**src/rtl/mult_div_unit_pkg.sv**
```systemverilog
// mult_div_unit_pkg: MDU op codes and FSM state encoding shared with decoder and hazard unit
package mult_div_unit_pkg;

    localparam logic [2:0] MDU_NOP   = 3'b000;
    localparam logic [2:0] MDU_MULT  = 3'b001;
    localparam logic [2:0] MDU_MULTU = 3'b010;
    localparam logic [2:0] MDU_DIV   = 3'b011;
    localparam logic [2:0] MDU_DIVU  = 3'b100;
    localparam logic [2:0] MDU_MTHI  = 3'b101;
    localparam logic [2:0] MDU_MTLO  = 3'b110;

    typedef enum logic [1:0] {
        MDU_IDLE = 2'b00,
        MDU_RUN  = 2'b01,
        MDU_FIX  = 2'b10
    } mdu_state_e;

endpackage

```
**src/rtl/mult_div_unit_div_step.sv**
```systemverilog
// mult_div_unit_div_step: one restoring-division trial subtraction
module mult_div_unit_div_step #(
    parameter int NB_BITS = 32
) (
    input  logic [NB_BITS:0]   rem,
    input  logic [NB_BITS-1:0] divisor,
    output logic [NB_BITS-1:0] next_rem,
    output logic               q_bit
);

    logic [NB_BITS:0] diff;

    assign diff     = rem - {1'b0, divisor};
    assign q_bit    = ~diff[NB_BITS];
    assign next_rem = q_bit ? diff[NB_BITS-1:0] : rem[NB_BITS-1:0];

endmodule

```
**src/rtl/mult_div_unit.sv**
```systemverilog
// mult_div_unit: iterative MULT/DIV into HI/LO with MTHI/MTLO; MDU_FAST_MULT_EN makes multiplies single-cycle
module mult_div_unit
    import mult_div_unit_pkg::*;
#(
    parameter int NB_BITS = 32,
    parameter int NB_OPE  = 3
) (
    input  logic               i_clk,
    input  logic               i_rst_n,
    input  logic               i_valid,
    input  logic [NB_OPE-1:0]  i_mdu_op,
    input  logic [NB_BITS-1:0] i_data_a,
    input  logic [NB_BITS-1:0] i_data_b,
    input  logic               i_abort,
    output logic [NB_BITS-1:0] o_hi,
    output logic [NB_BITS-1:0] o_lo,
    output logic               o_busy
);

    localparam int NB_CNT = $clog2(NB_BITS);

    mdu_state_e           state;
    logic [NB_CNT-1:0]    cnt;
    logic [2*NB_BITS-1:0] acc;
    logic [NB_BITS-1:0]   opb;
    logic                 is_div;
    logic                 neg_q;
    logic                 neg_r;

    logic                 is_mul_op;
    logic                 is_div_op;
    logic                 is_sgn;
    logic                 sign_a;
    logic                 sign_b;
    logic [NB_BITS-1:0]   abs_a;
    logic [NB_BITS-1:0]   abs_b;
    logic [NB_BITS:0]     mul_sum;
    logic [NB_BITS-1:0]   step_rem;
    logic                 step_q;
    logic [2*NB_BITS-1:0] acc_next;
    logic [2*NB_BITS-1:0] prod_fix;
    logic [NB_BITS-1:0]   quo_fix;
    logic [NB_BITS-1:0]   rem_fix;

    assign is_mul_op = i_mdu_op == NB_OPE'(MDU_MULT) || i_mdu_op == NB_OPE'(MDU_MULTU);
    assign is_div_op = i_mdu_op == NB_OPE'(MDU_DIV) || i_mdu_op == NB_OPE'(MDU_DIVU);
    assign is_sgn    = i_mdu_op == NB_OPE'(MDU_MULT) || i_mdu_op == NB_OPE'(MDU_DIV);
    assign sign_a    = is_sgn & i_data_a[NB_BITS-1];
    assign sign_b    = is_sgn & i_data_b[NB_BITS-1];
    assign abs_a     = sign_a ? -i_data_a : i_data_a;
    assign abs_b     = sign_b ? -i_data_b : i_data_b;

    // Shift-add multiply: low half of acc holds the unconsumed multiplier bits
    assign mul_sum = {1'b0, acc[2*NB_BITS-1:NB_BITS]} + (acc[0] ? {1'b0, opb} : '0);

    // Restoring divide: acc is {partial remainder, dividend bits shifting into quotient}
    mult_div_unit_div_step #(
        .NB_BITS (NB_BITS)
    ) u_div_step (
        .rem      (acc[2*NB_BITS-1:NB_BITS-1]),
        .divisor  (opb),
        .next_rem (step_rem),
        .q_bit    (step_q)
    );

    assign acc_next = is_div ? {step_rem, acc[NB_BITS-2:0], step_q}
                             : {mul_sum, acc[NB_BITS-1:1]};

    // Divide by zero leaves |a| as remainder and all-ones quotient, so the
    // remainder sign fix restores the raw dividend and neg_q is held off.
    assign prod_fix = neg_q ? -acc : acc;
    assign quo_fix  = neg_q ? -acc[NB_BITS-1:0] : acc[NB_BITS-1:0];
    assign rem_fix  = neg_r ? -acc[2*NB_BITS-1:NB_BITS] : acc[2*NB_BITS-1:NB_BITS];

`ifdef MDU_FAST_MULT_EN
    logic [2*NB_BITS-1:0] fast_prod;

    assign fast_prod = {{NB_BITS{sign_a}}, i_data_a} * {{NB_BITS{sign_b}}, i_data_b};
`endif

    // Control FSM, iteration datapath and architectural HI/LO
    always_ff @(posedge i_clk or negedge i_rst_n) begin
        if (!i_rst_n) begin
            state  <= MDU_IDLE;
            cnt    <= '0;
            acc    <= '0;
            opb    <= '0;
            is_div <= 1'b0;
            neg_q  <= 1'b0;
            neg_r  <= 1'b0;
            o_hi   <= '0;
            o_lo   <= '0;
            o_busy <= 1'b0;
        end else if (i_abort) begin
            state  <= MDU_IDLE;
            o_busy <= 1'b0;
        end else if (state == MDU_IDLE) begin
            if (i_valid) begin
                if (i_mdu_op == NB_OPE'(MDU_MTHI)) begin
                    o_hi <= i_data_a;
                end else if (i_mdu_op == NB_OPE'(MDU_MTLO)) begin
                    o_lo <= i_data_a;
`ifdef MDU_FAST_MULT_EN
                end else if (is_mul_op) begin
                    {o_hi, o_lo} <= fast_prod;
`endif
                end else if (is_mul_op || is_div_op) begin
                    state  <= MDU_RUN;
                    o_busy <= 1'b1;
                    cnt    <= '0;
                    acc    <= {{NB_BITS{1'b0}}, abs_a};
                    opb    <= abs_b;
                    is_div <= is_div_op;
                    neg_q  <= (sign_a ^ sign_b) && (is_mul_op || i_data_b != '0);
                    neg_r  <= is_div_op && sign_a;
                end
            end
        end else if (state == MDU_RUN) begin
            acc <= acc_next;
            cnt <= cnt + 1'b1;
            if (cnt == NB_CNT'(NB_BITS - 1))
                state <= MDU_FIX;
        end else begin
            o_hi   <= is_div ? rem_fix : prod_fix[2*NB_BITS-1:NB_BITS];
            o_lo   <= is_div ? quo_fix : prod_fix[NB_BITS-1:0];
            state  <= MDU_IDLE;
            o_busy <= 1'b0;
        end
    end

endmodule

```
**config.mk**
```make
export PLATFORM = sky130hd
export DESIGN_NAME = mult_div_unit
export DESIGN_NICKNAME = d
export VERILOG_FILES = /design/src/rtl/mult_div_unit_pkg.sv /design/src/rtl/mult_div_unit_div_step.sv /design/src/rtl/mult_div_unit.sv
export SDC_FILE = /design/constraint.sdc
export NUM_CORES = 1
export LEC_CHECK = 0
export ABC_AREA = 0
export CAP_MARGIN = 20
export CORE_AREA = 2 2 168 170
export CTS_CLUSTER_SIZE = 20
export DETAILED_ROUTE_END_ITERATION = 12
export DIE_AREA = 0 0 170 172
export DONT_BUFFER_PORTS = 1
export PLACE_DENSITY = 0.7
export SETUP_SLACK_MARGIN = 0.5
export SYNTH_ARGS = -nofsm -noshare
export SYNTH_HDL_FRONTEND = slang
export SYNTH_HIERARCHICAL = 1
export SYNTH_SLANG_ARGS = --single-unit
```
**constraint.sdc**
```tcl
create_clock -name i_clk -period 4.8 [get_ports i_clk]
set_clock_uncertainty 0.05 [all_clocks]
set_input_delay 0.96 -clock i_clk [delete_from_list [all_inputs] [get_ports i_clk]]
set_output_delay 0.96 -clock i_clk [all_outputs]
set_load 0.05 [all_outputs]
```
; ---- Word-level counts from Yosys, hierarchy flattened
; Cells that the tools add are included.
[totals]
register_bits = 171
in_bits = 71
out_inout_bits = 65
wordCells = 108
[classes]
addsub = 8
eq_ne = 21
muxes = 46
bitwise = 7
n_reduce_logical = 16
[op_table]
columns = cell, n
row1 = 32-bit 2-to-1 mux, 17
row2 = 64-bit 2-to-1 mux, 8
row3 = 32-bit negation, 4
row4 = 64-bit negation, 1
row5 = 32-bit by 32-bit adder with 33-bit output, 1
row6 = 33-bit by 32-bit subtractor with 33-bit output, 1
row7 = 32-bit nonzero test, 1
row8 = 5-bit 2-to-1 mux, 6
row9 = 2-bit 2-to-1 mux, 8
row10 = 5-bit AND reduction, 3
row11 = "3-bit != test, second input constant", 4
row12 = 6-bit AND reduction, 2
row13 = "3-bit == test, second input constant", 3
row14 = "2-bit != test, second input constant", 4
row15 = 1-bit 2-to-1 mux, 7
row16 = "3-bit by 2-bit == test with 1-bit output, second input constant", 2
row17 = "2-bit by 1-bit != test with 1-bit output, second input constant", 3
row18 = "5-bit by 1-bit adder with 5-bit output, second input constant", 1
row19 = "5-bit == test, second input constant", 1
row20 = 1-bit logical OR, 5
row21 = "4-bit by 3-bit != test with 1-bit output, second input constant", 1
row22 = 1-bit inverter, 4
row23 = 4-bit AND reduction, 1
row24 = "3-bit by 1-bit == test with 1-bit output, second input constant", 1
row25 = 7 further kinds, 9

; ---- Logic depth before layout (Yosys ltp)
[logic_depth]
depth_word = 9
mapped_depth = 18
mapped_depth_nobuf = 16

; ---- Cells and area by module
; Netlist, hierarchy kept.
[modules_own_cells]
columns = module, n_inst, cells_per_inst, area_each_um2, seq_area_each_um2
row1 = mult_div_unit, 1, 1532, 12435.7, 4279.1
row2 = mult_div_unit_div_step, 1, 305, 2358.5, 0.0

; ---- Worst setup path before layout
; OpenSTA, ideal clock, no wires.
[synth_timing]
path_kind = flip-flop to flip-flop
startpoint = register acc[31]
endpoint = register acc[50]
arrival_ns = 3.643
path_slack_ns = 0.981
path_stages_with_launch = 19
path_buffers = 2
path_cell_list = dfrtp_1 -> inv_1 -> ha_1 -> fa_1 -> and2b_1 -> o2111ai_2 -> a21oi_2 -> o2111ai_1 -> a211oi_2 -> nor2_4 -> mux2i_4 -> and2_4 -> buf_12 -> inv_8 -> buf_12 -> mux2_4 -> a21oi_1 -> nor2_1 -> a221o_1
[synth_between]
elab_chain_cells = 5
[synth_rtl]
columns = element, line
row1 = from (decl), mult_div_unit.sv:24  ; logic [2*NB_BITS-1:0] acc;
row2 = from (signal assigned), mult_div_unit.sv:111  ; acc <= {{NB_BITS{1'b0}}, abs_a};
row3 = from (signal assigned), mult_div_unit.sv:119  ; acc <= acc_next;
row4 = 33-bit by 32-bit subtractor with 33-bit output, mult_div_unit_div_step.sv:13  ; assign diff = rem - {1'b0, divisor};
row5 = 32-bit 2-to-1 mux, mult_div_unit_div_step.sv:15  ; assign next_rem = q_bit ? diff[NB_BITS-1:0] : rem[NB_BITS-1:0];
row6 = via step_rem[18], mult_div_unit.sv:38  ; logic [NB_BITS-1:0] step_rem;
row7 = 64-bit 2-to-1 mux, mult_div_unit.sv:66  ; assign acc_next = is_div ? {step_rem, acc[NB_BITS-2:0], step_q}
row8 = 64-bit 2-to-1 mux, mult_div_unit.sv:118  ; end else if (state == MDU_RUN) begin
row9 = 64-bit 2-to-1 mux, mult_div_unit.sv:97  ; end else if (state == MDU_IDLE) begin
; The timed path passes the listed nets, and every way through them passes these cells. The select of a mux whose other input is x is not followed.
; A chain may end at the register's enable or synchronous reset.

; ---- Final worst setup path
; Ends and elaborated chain as after synthesis.

==> metrics.txt <==
cts bufs inserted 17; DR vias roughly 14,000; maximum vdd drop 0.000232 V; WS Path Type flip-flop to flip-flop; slew of the pin with the lowest slew margin 1.11 ns; final setup vio count 0; Pleak approximately 0.0067 uW; antenna diode count 0; Total Wirelength between 40 and 50 mm; GR Util met1 0.417; met3 Track Usage GR 0.0691; Area Overhead vs Synth 5.43%; die area 0.0292 mm^2; CP Data Required Time 5.08 ns; Slew Viols, Final 0; core area about 0.027 mm^2; NumNets Final around 1,900; largest net degree at the start of global routing roughly 170; global placement routability congestion around 0.95; vias per std cell between 6 and 7; residual DRC count 0; status complete, no violations; slew margin rel. 0.259; synth unique cells 100; DIE HEIGHT 172 um; initial drt markers between 1,000 and 1,500; CTS clock-pin slew for the worst setup and hold paths roughly 0.07 ns; CP Max Fanout 24; reg2reg setup slack 0.68 ns; Reg area about 0.0043 mm^2; Hold Fails Final Rpt 0; syn nets between 1,500 and 2,000; DP HPWL about 35 mm; Power Dens Cells roughly 450 mW/mm^2; grt ovf 0; Tot GR Track Use 0.323; Sink Count approximately 170; GR peak layer met2; CP arrival ~4.4 ns; latest clock arrival within the worst-skew pair 0.45 ns; starting density of the core 0.538; root buf cell clkbuf_16; sequential fraction of the synthesis area 0.289; crit end category flip-flop; initial antenna violation count 0; worst hold path class primary input to async pin; # port buffers 0; Synth Flop Type dfrtp_1; #FFs+latches synth around 170; RSZ-0062 raised after global routing false; max cap viols 0; Hold Buf Count CTS 0; 1st-pass router iterations 6; IO Pins 136; floorplan row count ~60; vias in the first global route between 10,000 and 15,000; H-tree depth 4; pre-CTS setup slack 0.560 ns; fin worst setup slack 0.683 ns; Post-synth EDFFs 0; chip width about 170 um; CTS max path bufs 2; setup total negative slack 0 ns; Worst Setup Start Kind flip-flop; share of synthesized registers carrying an async set or reset 1.00; Mapped Area 0.0148 mm^2; CTS tree built; first-pass GRT wire length 72.9 mm; Filler cells around 2,600; Syn Area/Cell ~8.1 um^2; Syn Inst Count around 1,800; Routed Antenna Nets 0; Tmin final 4.12 ns; WL per Instance 22.0 um; layout cells sized above 1 0.0747; yosys warns 6; multi-input logic area 0.00982 mm^2; Global Route met2 Usage 0.513; fmax roughly 0.24 GHz; fin crit share 0.858
==> timing repair <==
action,CTS,global route
setup endpoints to repair,0,11
buffers inserted,0,1
resized for setup,0,1
==> logic make-up (layout without fill, tap and decap cells) <==
logic type | after synthesis | in the layout | share of synthesized area
and+or+nand+nor | 618 | 618 | 0.205
AOI/OAI and AO/OA | 577 | 577 | 0.241
DFF | 171 | 171 | 0.289
xor gates and xnor gates | 166 | 166 | 0.0983
buffers and inverters | 162 | 118 | 0.0485
adders and majority gates | 72 | 72 | 0.0619
muxes | 71 | 71 | 0.0558
==> routing by layer <==
layer  vias to the layer above  routed length (um)
li1                       6490                   -
met1                      6583               19800
met2                       582               20900
met3                       124                3970
met4                         0                2430
met5                         -                   0
==> cell usage after synthesis (20+ instances only) <==
master	instances	area, um^2
nand2_1	188	706
dfrtp_1	171	4280
nor2_1	171	642
o21ai_0	164	821
a21oi_1	157	786
xnor2_1	87	762
clkbuf_1	83	312
xor2_1	79	692
ha_1	70	876
inv_1	58	218
mux2i_1	45	450
and2_1	40	250
nor3_1	38	190
o31ai_1	36	270
nand3_1	35	175
a21o_1	32	240
or3_1	22	138
a31oi_1	20	125
==> stage by stage <==
step / utilization / cells / hold slack [ns] / area (um^2) / power, uW
2_1_floorplan: - / 1837 / 0.403 / 14800 / 4760
3_3_place_gp: 0.544 / 2104 / 0.429 / 14900 / 5350
3_5_place_dp: 0.544 / 2104 / 0.450 / 14900 / 5390
4_1_cts: 0.566 / 2136 / 0.139 / 15600 / 6900
5_1_grt: 0.568 / 2139 / 0.131 / 15600 / 7320
6_report: 0.568 / 2139 / 0.151 / 15600 / 6940
==> state kept, by name (all words and copies together), names as in the netlist <==
register and flops:
acc 64, state 2, cnt 5, o_hi 32, neg_r 1, neg_q 1
o_busy 1, opb 32, is_div 1, o_lo 32
==> power by group <==
group / internal (uW) / switching [uW]
combinational: 1050 / 1460
clock: 847 / 659
sequential: 1780 / 1150
==> worst paths after layout <==
check	startpoint	to	depth (start not counted)
max	acc[31]	acc[50]	16
min	i_rst_n	o_lo[9]	0
max reg2reg	acc[31]	acc[50]	16
min reg2reg	opb[2]	opb[2]	2
max in group asynchronous	i_rst_n	is_div	0
min in group i_clk	opb[2]	opb[2]	2
==> layout by cell type (no fill, tap or decap), drive strengths merged, types with 37 or more instances in the layout <==
master	Yosys	routed
nor2	174	174
xor2	79	79
dfrtp	171	171
mux2i	46	46
a21oi	160	160
xnor2	87	87
nor3	42	42
o21ai	183	183
nand2	188	188
and2	42	42
ha	70	70
o31ai	37	37
inv	59	65
==> final cells by class <==
class | instances | area share
Clock inverter | 13 | 0.0114
Sequential cell | 171 | 0.275
Timing Repair Buffer | 27 | 0.0136
Multi-Input combinational cell | 1504 | 0.630
Inverter | 59 | 0.0147
Clock buffer | 19 | 0.0284
Tap cell | 346 | 0.0278
==> worst max-delay path, cell delays in order, from the launching register on <==
cell       delay [ns]
dfrtp_2          0.44
inv_1            0.07
ha_1             0.23
fa_1             0.40
and2b_1          0.25
o2111ai_2        0.14
a21oi_2          0.23
o2111ai_1        0.24
a211oi_2         0.37
nor2_4           0.11
mux2i_4          0.22
and2_4           0.23
inv_8            0.22
mux2_4           0.32
a21oi_1          0.14
nor2_1           0.05
a221o_1          0.29
Note: power is estimated with default switching activity, not from simulation.
